File: src/rtl/prog_signal_delay.sv
// prog_signal_delay: runtime-programmable valid-tagged delay line with stall, flush and settle suppression
module prog_signal_delay #(
    parameter int SIGNAL_WIDTH = 4,
    parameter int MAX_DELAY    = 8,
    parameter int DW           = $clog2(MAX_DELAY + 1)
) (
    input  logic                    clk,
    input  logic                    rst_n,
    input  logic                    en,
    input  logic                    flush,
    input  logic [DW-1:0]           delay_sel,
    input  logic                    in_valid,
    input  logic [SIGNAL_WIDTH-1:0] in_data,
    output logic                    out_valid,
    output logic [SIGNAL_WIDTH-1:0] out_data,
    output logic [DW-1:0]           cur_delay,
    output logic                    settling,
    output logic                    delay_err
);
    typedef enum logic {RUN, SETTLE} state_t;
    state_t                  state_q, state_d;
    logic [SIGNAL_WIDTH-1:0] stage_q [1:MAX_DELAY];
    logic [SIGNAL_WIDTH-1:0] stage_d [1:MAX_DELAY];
    logic [MAX_DELAY:1]      vstg_q, vstg_d;
    logic [DW-1:0]           cur_delay_q, cur_delay_d, settle_cnt_q, settle_cnt_d, sel_c;
    logic                    delay_err_q, delay_err_d, chg, shift;
    assign sel_c = (delay_sel > DW'(MAX_DELAY)) ? DW'(MAX_DELAY) : delay_sel;
    assign chg   = sel_c != cur_delay_q;
    assign shift = en && !chg && !flush;
    always_comb begin
        stage_d      = stage_q;
        vstg_d       = vstg_q;
        state_d      = state_q;
        settle_cnt_d = settle_cnt_q;
        cur_delay_d  = chg ? sel_c : cur_delay_q;
        delay_err_d  = delay_sel > DW'(MAX_DELAY);
        if (shift) begin
            stage_d[1] = in_data;
            vstg_d[1]  = in_valid;
            for (int k = 2; k <= MAX_DELAY; k++) begin
                stage_d[k] = stage_q[k-1];
                vstg_d[k]  = vstg_q[k-1];
            end
        end
        if (chg || flush) vstg_d = '0;
        // a delay change restarts settling; flush freezes the settle count
        if (chg) begin
            settle_cnt_d = sel_c;
            state_d      = (sel_c != '0) ? SETTLE : RUN;
        end else if (state_q == SETTLE && en && !flush) begin
            settle_cnt_d = settle_cnt_q - DW'(1);
            state_d      = (settle_cnt_q == DW'(1)) ? RUN : SETTLE;
        end
    end
    always_ff @(posedge clk or negedge rst_n) begin
        if (!rst_n) begin
            stage_q      <= '{default: '0};
            vstg_q       <= '0;
            state_q      <= RUN;
            settle_cnt_q <= '0;
            cur_delay_q  <= '0;
            delay_err_q  <= 1'b0;
        end else begin
            stage_q      <= stage_d;
            vstg_q       <= vstg_d;
            state_q      <= state_d;
            settle_cnt_q <= settle_cnt_d;
            cur_delay_q  <= cur_delay_d;
            delay_err_q  <= delay_err_d;
        end
    end
    assign out_data  = (cur_delay_q == '0) ? in_data : stage_q[cur_delay_q];
    assign out_valid = rst_n && ((cur_delay_q == '0) ? in_valid : (vstg_q[cur_delay_q] && state_q == RUN));
    assign cur_delay = cur_delay_q;
    assign settling  = state_q == SETTLE;
    assign delay_err = delay_err_q;
endmodule

File: config.mk
export PLATFORM = sky130hd
export DESIGN_NAME = prog_signal_delay
export DESIGN_NICKNAME = d
export VERILOG_FILES = /design/src/rtl/prog_signal_delay.sv
export SDC_FILE = /design/constraint.sdc
export NUM_CORES = 1
export LEC_CHECK = 0
export BUFFER_PORTS_ARGS = -buffer_cell sky130_fd_sc_hd__buf_2
export CORE_MARGIN = 2
export CORE_UTILIZATION = 55
export CTS_BUF_LIST = sky130_fd_sc_hd__clkbuf_8
export DETAILED_ROUTE_END_ITERATION = 8
export PLACE_DENSITY = 0.84
export SETUP_SLACK_MARGIN = 0.3
export SLEW_MARGIN = 5
export SYNTH_ARGS = -nofsm -noshare
export SYNTH_HDL_FRONTEND = slang
export SYNTH_SLANG_ARGS = --single-unit
File: constraint.sdc
create_clock -name clk -period 2.1 [get_ports clk]
set_clock_uncertainty 0.2 [all_clocks]
set_input_delay 0.105 -clock clk [delete_from_list [all_inputs] [get_ports clk]]
set_output_delay 0.105 -clock clk [all_outputs]
set_load 0.005 [all_outputs]
After elaboration in Yosys (flattened, before gate mapping)
Index checks and enable logic that the tools add are counted.
{"block": "totals", "register_bits": 50, "latch_bits": 0, "ram_bits": 0, "rom_bits": 0, "in_bits": 13, "word_cells": 50, "mem_count": 0}
{"block": "op_classes", "n_addsub": 1, "mul": 0, "div_mod_pow": 0, "magnitude_cmp": 3, "n_eq_ne": 2, "n_shift": 0, "n_mux": 16, "bitwise_logic": 2, "reduce_logical": 13}
{"operator": "4-bit 2-to-1 mux", "n": 6}
{"operator": "4-bit binary-select mux with 4-bit select", "n": 1}
{"operator": "8-bit 2-to-1 mux", "n": 2}
{"operator": "1-bit logical AND", "n": 6}
{"operator": "1-bit 2-to-1 mux", "n": 6}
{"operator": "5-bit greater-or-equal comparator, second input constant", "n": 1}
{"operator": "4-bit by 5-bit < comparator with 1-bit output, second input constant", "n": 1}
{"operator": "4-bit inverter with 5-bit output", "n": 1}
{"operator": "1-bit binary-select mux with 4-bit select", "n": 1}
{"operator": "4-bit by 1-bit equality test with 1-bit output, second input constant", "n": 1}
{"operator": "4-bit > comparator, second input constant", "n": 1}
{"operator": "4-bit zero test", "n": 1}
{"operator": "4-bit != test", "n": 1}
{"operator": "2-bit nonzero test", "n": 2}
{"operator": "4-bit nonzero test", "n": 1}
{"operator": "4-bit by 1-bit subtractor with 4-bit output, second input constant", "n": 1}
{"operator": "1-bit zero test", "n": 2}
{"operator": "1-bit logical OR", "n": 1}
{"operator": "1-bit inverter", "n": 1}

Depth between registers and ports, before layout
Gate-level depths: netlist of the first run.
{"block": "logic_depth", "depth_word": 8, "depth_mapped": 6}

Worst setup path before layout of the first run
OpenSTA, ideal clock, no wires.
{"block": "synth_path", "path_kind": "reg-to-reg", "from": "register cur_delay_q[2] (netlist: cur_delay[2])", "to": "register stage_q[0] (netlist name)", "setup_ps": 125, "arrival_ps": 1730, "required_ps": 1775, "setup_slack_ps": 45, "path_stages_with_launch": 6, "path_buffers": 1, "synth_period_minus_slack_ps": 2055, "path_cell_list": "dfrtp_1 -> or4_4 -> a31oi_1 -> o21ai_2 -> buf_6 -> mux2_4"}
{"block": "synth_via", "elab_chain_cells": 4}
{"element": "start: declaration", "line": "25", "text": "logic [DW-1:0] cur_delay_q, cur_delay_d, settle_cnt_q, settle_cnt_d, sel_c;"}
{"element": "start signal: assignment", "line": "68", "text": "cur_delay_q <= cur_delay_d;"}
{"element": "4-bit != test", "line": "28", "text": "assign chg = sel_c != cur_delay_q;"}
{"element": "1-bit zero test", "line": "29", "text": "assign shift = en && !chg && !flush;"}
{"element": "1-bit logical AND (2 in series)", "line": "29"}
{"element": "end signal: assignment", "line": "64", "text": "stage_q <= stage_d;"}
{"element": "end: declaration", "line": "22", "text": "logic [SIGNAL_WIDTH-1:0] stage_q [1:MAX_DELAY];"}
No other way between the ends.
A chain may end at the register's enable or synchronous reset.

Worst setup path after layout of the first run
{"block": "layout_path", "from": "register cur_delay_q[3] (netlist: cur_delay[3])", "to": "register stage_q[7] (netlist name)"}
The elaborated chain is that of the path after synthesis.

==> qor.yml, run 1 <==
clocking:
  clk_pin_slew_worst_paths_ns: 0.08
  clockBufferDepth: 2
  clk_latency_ns: 0.31
  cts_tree: "yes"
  cts_sinks: 50
  cts-buffers-inserted: 5
  root_buffer: "clkbuf_8"
  htree_levels: 2
finish:
  postLayoutCoreUtil_pct: 75.19
  nets: 269
  drive_gt1_share_pct: 52.16
  fill_cells: 263
  instances_no_fill: 309
  antenna_cells: 0
  fin_area_sq_mm: 0.003481
  area_growth_pct: 33.88
synth:
  ys_warn_count: 0
  synth-simple-area-share_pct: 8.710
  synth_adder_area_share_pct: 0.9625
  synth_top_family_by_area: "multiplexers"
  ys_seq_area_share_pct: 48.12
  synth.top_cells.by_area: "dfrtp_1, mux2_4, mux2i_1, mux4_2, mux2_2"
  yosys_register_bits: 50
  synth_mux_area_share_pct: 29.69
  synth_ff_type: "dfrtp_1"
  synth_cells: 194
  synth_compound_area_share_pct: 7.267
  synth_area_sq_mm: 0.002600
  netlist.area_leader.share_pct: 48.12
  avgSynthCellArea_sq_um: 13.40
  syn-num-nets: 209
  synth_cell_type_count: 39
  synth-edff-count: 0
  async_flop_share_pct: 100.0
  synth-xor-area-share_pct: 1.347
  synth_common_cells: "dfrtp_1, mux2_4, mux2i_1"
  yosysMostFrequentCell: "dfrtp_1"
  yosysTopAreaCell: "dfrtp_1"
die:
  die_y_microns: 72.76
  io_pins: 24
  die_x_microns: 72.76
  die_area_sq_mm: 0.005293
  start_util_pct: 56.16
  num_rows: 25
  fp.coreArea_sq_mm: 0.004629
timing:
  clock.fmax_ghz: 0.4627
  tns_ns: -1.556
  worst_pin_slew_ns: 0.6167
  min_period_ns: 2.161
  finalCritPeriodShare_pct: 102.9
  rsz0062_at_grt: "true"
  drv_slew: 0
  slew_headroom_pct: 58.89
  worst_slack_ns: -0.06105
  setup_viol: 35
  hold_viol: 0
route:
  wl_per_cell_microns: 19.75
  drt-pass1-iter-count: 4
  vias_per_cell: 5.864
  ant_nets: 0
  vias: 1812
  drt_iter0_drc: 90
  drt-total-wl_microns: 6104
  drc: 0
placement:
  portBuffers: 23
  dp_hpwl_microns: 3236
  post_dp_cell_area_sq_mm: 0.002838
  gp_congestion: 0.7733
  place_inst: 271
min_path:
  hold_class: "in -> reg"
  hold_end: "cur_delay[0]"
  hp-start: "delay_sel[3]"
  holdPathStages: 3
setup_path:
  crit_start: "cur_delay[3]"
  regToRegSetupSlack_ns: -0.06
  reg2reg_depth: 5
  critPathCaptureType: "flop"
  worstSetupPathType: "reg -> reg"
  rr_startpoint: "cur_delay[3]"
  path_max_fanout: 10
  start_kind: "flop"
  reg2reg_to: "stage_q[7]"
  crit_required_ns: 2.09
  arrival_ns: 2.15
power_and_ir_drop:
  ir_drop_v: 0.0004038
  p_per_area_mw_per_mm2: 628.4
  swShare_pct: 27.11
  p_comb_share_pct: 22.0
  p_switching_mw: 0.5931
  clock_power_share_pct: 26.1
  p_seq_share_pct: 51.9
  intPower_mw: 1.594
  total_leakage_power_nw: 1.705
global_routing:
  grt_pass1_vias: 1818
  grt_pass1_wl_microns: 9094
  track_usage_pct: 23.00
  grt_max_degree: 51
  grt_antenna_before_repair: 0
  overflow: 0
job:
  drv_cap: 0
outcome:
  violations: "negative setup slack"
  status: "complete, but fails checks"
## cell families after synthesis
| kind of cell | after synthesis |
|---|---|
| xor+xnor | 4 |
| simple gates | 39 |
| mux | 55 |
| fa+ha+maj | 2 |
| compound gates | 25 |
| buf+inv | 19 |
| flops | 50 |
## per-stage QoR
stage	setup WS, ns	power (mW)	hold WS, ns
after CTS	-0.02599	2.140	0.004113
after floorplan	0.08754	1.385	-0.3906
after global placement	0.03310	1.491	0.09600
after detailed placement	-0.004934	1.503	0.09535
final	-0.06105	2.187	0.02983
after global routing	-0.1106	2.278	0.04210
## power by group through the flow
stage | combinational (mW) | sequential, mW | clock (mW)
detailed placement | 0.359 | 1.14 | 0
floorplan | 0.262 | 1.12 | 0
global placement | 0.346 | 1.15 | 0
finish | 0.481 | 1.14 | 0.571
CTS | 0.430 | 1.13 | 0.577
global route | 0.516 | 1.15 | 0.615
## cells in the final DEF (no fill, tap or decap), types with 3 or more instances in the layout
cell type / netlist / final
inv_1: 5 / 6
buf_12: 0 / 3
nand2b_1: 6 / 4
clkbuf_8: 0 / 6
buf_2: 6 / 23
nand3b_1: 3 / 3
nor3_2: 0 / 5
nor2_1: 3 / 3
mux4_2: 5 / 5
buf_4: 0 / 16
o21ai_1: 1 / 3
nor3_4: 0 / 4
mux2_4: 30 / 37
nor2b_1: 5 / 5
buf_6: 3 / 11
dlygate4sd3_1: 0 / 12
dfrtp_1: 50 / 50
mux2i_1: 13 / 13
## worst max-delay path: stages, from the launching register on
cell and delay, ns:
dfrtp_1 0.42, or4bb_4 0.59, a31oi_4 0.22, o21ai_4 0.13, buf_12 0.18, mux2_4 0.30
## area by class of cell
type	instances	area [sq um]	share of cell area [%]
sequential	50	1251	35.95
multi-input combinational	125	1473	42.31
clock inverter	2	8.758	0.2516
clock buffer	6	82.58	2.372
inverter	5	18.77	0.5392
tap	54	67.56	1.941
timing repair buffer	67	579.3	16.64
## worst max-delay path by stage
stage | to | slack (ns) | cells past startpoint
after floorplan | stage_q[0] | 0.09 | 5
after global placement | stage_q[14] | 0.03 | 5
after detailed placement | stage_q[8] | -0.005 | 5
after CTS | out_valid | -0.03 | 6
after global routing | out_data[0] | -0.11 | 7
final | stage_q[7] | -0.06 | 5
## registers in the layout (all words and copies together), names as in the netlist
register and flops:
settle_cnt_q 4, settling 1, stage_q 32, cur_delay 4
delay_err 1, vstg_q 8
## repair_timing
item                                    CTS  global route
resized for setup                        34            23
setup buffers                             8             7
cloned                                    1             2
endpoints found under the setup margin   50            50
pin swaps                                 3            10
endpoints found under the hold margin    68             0
hold buffers                             12             0
## routing by layer
layer,vias to the layer above,global-route usage (%),share of wire [%]
met2,44,37.07,50
met4,0,5.967,2.0
met1,929,31.11,44
met5,-,0,0
met3,10,6.077,3.4
li1,829,-,-
Note: power is estimated with default switching activity, not from simulation.
==> inputs of run 2 (changes only) <==
Settings changed: CORE_MARGIN 2 to 5.
==> run 2 against run 1 <==
Net effect:
- the flow still finishes with violations (negative setup slack)
- critical path depth rose by 1
- clock-buffer cell count fell by 1
- power increased by 4.2%
- flip-flop and latch count stayed put
- die area is 17% higher
- critical path type is now reg -> out
==> qor.yml, run 2 (synthesized netlist as in run 1, its figures left out) <==
finish:
  largest_register: "stage_q"  # unchanged
  nets: 268  # was 269
  layout_commonest_cell: "dfrtp_1"  # unchanged
  final_cell_mix: "dfrtp_1, mux2_4, buf_2, buf_4, mux2i_1"  # unchanged
  drive_gt1_share_pct: 50.39  # was 52.16%
  antenna_cells: 0  # unchanged
  reg.largest.list: "stage_q: 32 flops, vstg_q: 8 flops"  # unchanged
  largest_reg_flops: 32  # unchanged
  fin_area_sq_mm: 0.003451  # was 0.003481 sq mm
  area_growth_pct: 32.72  # was 33.88%
route:
  drt-pass1-iter-count: 6  # was 4
  drc: 0  # unchanged
  ant_nets: 0  # unchanged
  vias_per_cell: 6.003  # was 5.864
  wl_per_cell_microns: 19.69  # was 19.75 microns
  drt-total-wl_microns: 6066  # was 6104 microns
  drt_iter0_drc: 105  # was 90
  vias: 1849  # was 1812
outcome:
  violations: "negative setup slack"  # unchanged
  status: "complete, but fails checks"  # unchanged
placement:
  post_dp_cell_area_sq_mm: 0.002833  # was 0.002838 sq mm
  dp_hpwl_microns: 3483  # was 3236 microns
  portBuffers: 23  # unchanged
  gp_congestion: 0.7441  # was 0.7733
timing:
  min_period_ns: 2.133  # was 2.161 ns
  slew_headroom_pct: 57.28  # was 58.89%
  clock.fmax_ghz: 0.4688  # was 0.4627 GHz
  setup_viol: 7  # was 35
  tns_ns: -0.07947  # was -1.556 ns
  rsz0062_at_grt: "true"  # unchanged
  worst_slack_ns: -0.03307  # was -0.06105 ns
  worst_pin_slew_ns: 0.6408  # was 0.6167 ns
  drv_slew: 0  # unchanged
  finalCritPeriodShare_pct: 101.6  # was 102.9%
  whs_ns: 0.01823  # was 0.02983 ns
  hold_viol: 0  # unchanged
die:
  die_x_microns: 78.76  # was 72.76 microns
  num_rows: 25  # unchanged
  fp.coreArea_sq_mm: 0.004661  # was 0.004629 sq mm
  start_util_pct: 55.79  # was 56.16%
  io_pins: 24  # unchanged
  die_y_microns: 78.76  # was 72.76 microns
  die_area_sq_mm: 0.006202  # was 0.005293 sq mm
global_routing:
  grt_pass1_wl_microns: 9970  # was 9094 microns
  grt_antenna_before_repair: 0  # unchanged
  track_usage_pct: 20.64  # was 23.00%
  grt_max_degree: 51  # unchanged
  grt_pass1_vias: 1942  # was 1818
  overflow: 0  # unchanged
clocking:
  clockBufferDepth: 2  # unchanged
  root_buffer: "clkbuf_8"  # unchanged
  clk_latency_ns: 0.31  # about the same
  clk_pin_slew_worst_paths_ns: 0.09  # was 0.08 ns
  htree_levels: 2  # unchanged
  cts_tree: "yes"  # unchanged
  cts_sinks: 50  # unchanged
  cts-buffers-inserted: 5  # unchanged
setup_path:
  regToRegSetupSlack_ns: 0  # was -0.06 ns
  crit_start: "cur_delay[1]"  # was cur_delay[3]
  worstSetupPathType: "reg -> out"  # was reg -> reg
  reg2reg_to: "stage_q[20]"  # was stage_q[7]
  path_max_fanout: 5  # was 10
  crit_required_ns: 1.79  # was 2.09 ns
  critPathCaptureType: "primary output"  # was flop
  arrival_ns: 1.83  # was 2.15 ns
  endpoint: "out_valid"  # was stage_q[7]
  start_kind: "flop"  # unchanged
  reg2reg_depth: 5  # unchanged
  rr_startpoint: "cur_delay[3]"  # unchanged
min_path:
  holdPathStages: 3  # unchanged
  hold_class: "in -> reg"  # unchanged
power_and_ir_drop:
  power.total_mw: 2.278  # was 2.187 mW
  total_leakage_power_nw: 1.695  # was 1.705 nW
  ir_drop_v: 0.0006078  # was 0.0004038 V
  p_per_area_mw_per_mm2: 660.3  # was 628.4 mW/mm^2
job:
  drv_cap: 0  # unchanged
## run 2: cell count changes in the layout (fill, tap and decap cells not counted), moves of 2 or more
cell      previous run  this run
nor3_4               4         2
nor3_2               5         3
nand3_1              2         4
nand2b_4             1         4
buf_12               3         1
nand2b_1             4         2
nor3_1               1         5
## run 2: timing repair
item / 4_1_cts / 5_1_grt
hold buffers: 12 / 0
buffers inserted: 10 / 2
gates cloned: 1 / 3
pin swaps: 3 / 4
endpoints found under the hold margin: 68 / 0
setup endpoints to repair: 50 / 50
gates resized for setup: 40 / 11
## run 2: worst min-delay path by stage
stage / end / from
4_1_cts: cur_delay[0] / delay_sel[3]
5_1_grt: cur_delay[1] / delay_sel[3]
6_report: cur_delay[1] / delay_sel[3]
2_1_floorplan: cur_delay[0] / rst_n
3_5_place_dp: stage_q[18] / rst_n
3_3_place_gp: stage_q[26] / rst_n
## run 2: cell type report
cell class | count | area, sq um
clock buffer | 5 | 68.82
timing repair buffer | 66 | 568.0
inverter | 5 | 18.77
multi-input combinational | 125 | 1436
sequential | 50 | 1251
tap | 54 | 67.56
clock inverter | 3 | 40.04
fill | 273 | 1210
## run 2: worst max-delay path, stage by stage (launching register included)
cell and delay, ns:
dfrtp_1 0.38, buf_6 0.14, mux2_2 0.33, a221o_1 0.29, a32oi_1 0.19, nor2b_1 0.07
buf_2 0.13
## run 2: through the flow
stage          utilization, %  cells  setup WS [ns]
2_1_floorplan               -    194        0.08754
3_3_place_gp            60.78    272        0.02626
3_5_place_dp            60.78    272      -0.003322
4_1_cts                 71.30    303       -0.03813
5_1_grt                 74.04    308        -0.1367
6_report                74.04    308       -0.03307
## run 2: routing by layer
layer	share of wire, %	GRT usage, %	routed length (microns)
met5	0	0	0
met3	3.8	4.422	229
met1	43	26.98	2626
met4	2.1	7.517	130
met2	51	33.96	3079
## run 2: report_power, final
group	total, mW	switching (mW)	internal [mW]
Sequential	1.14	0.0903	1.05
Combinational	0.471	0.188	0.283
Clock	0.666	0.316	0.351
Total	2.28	0.594	1.68
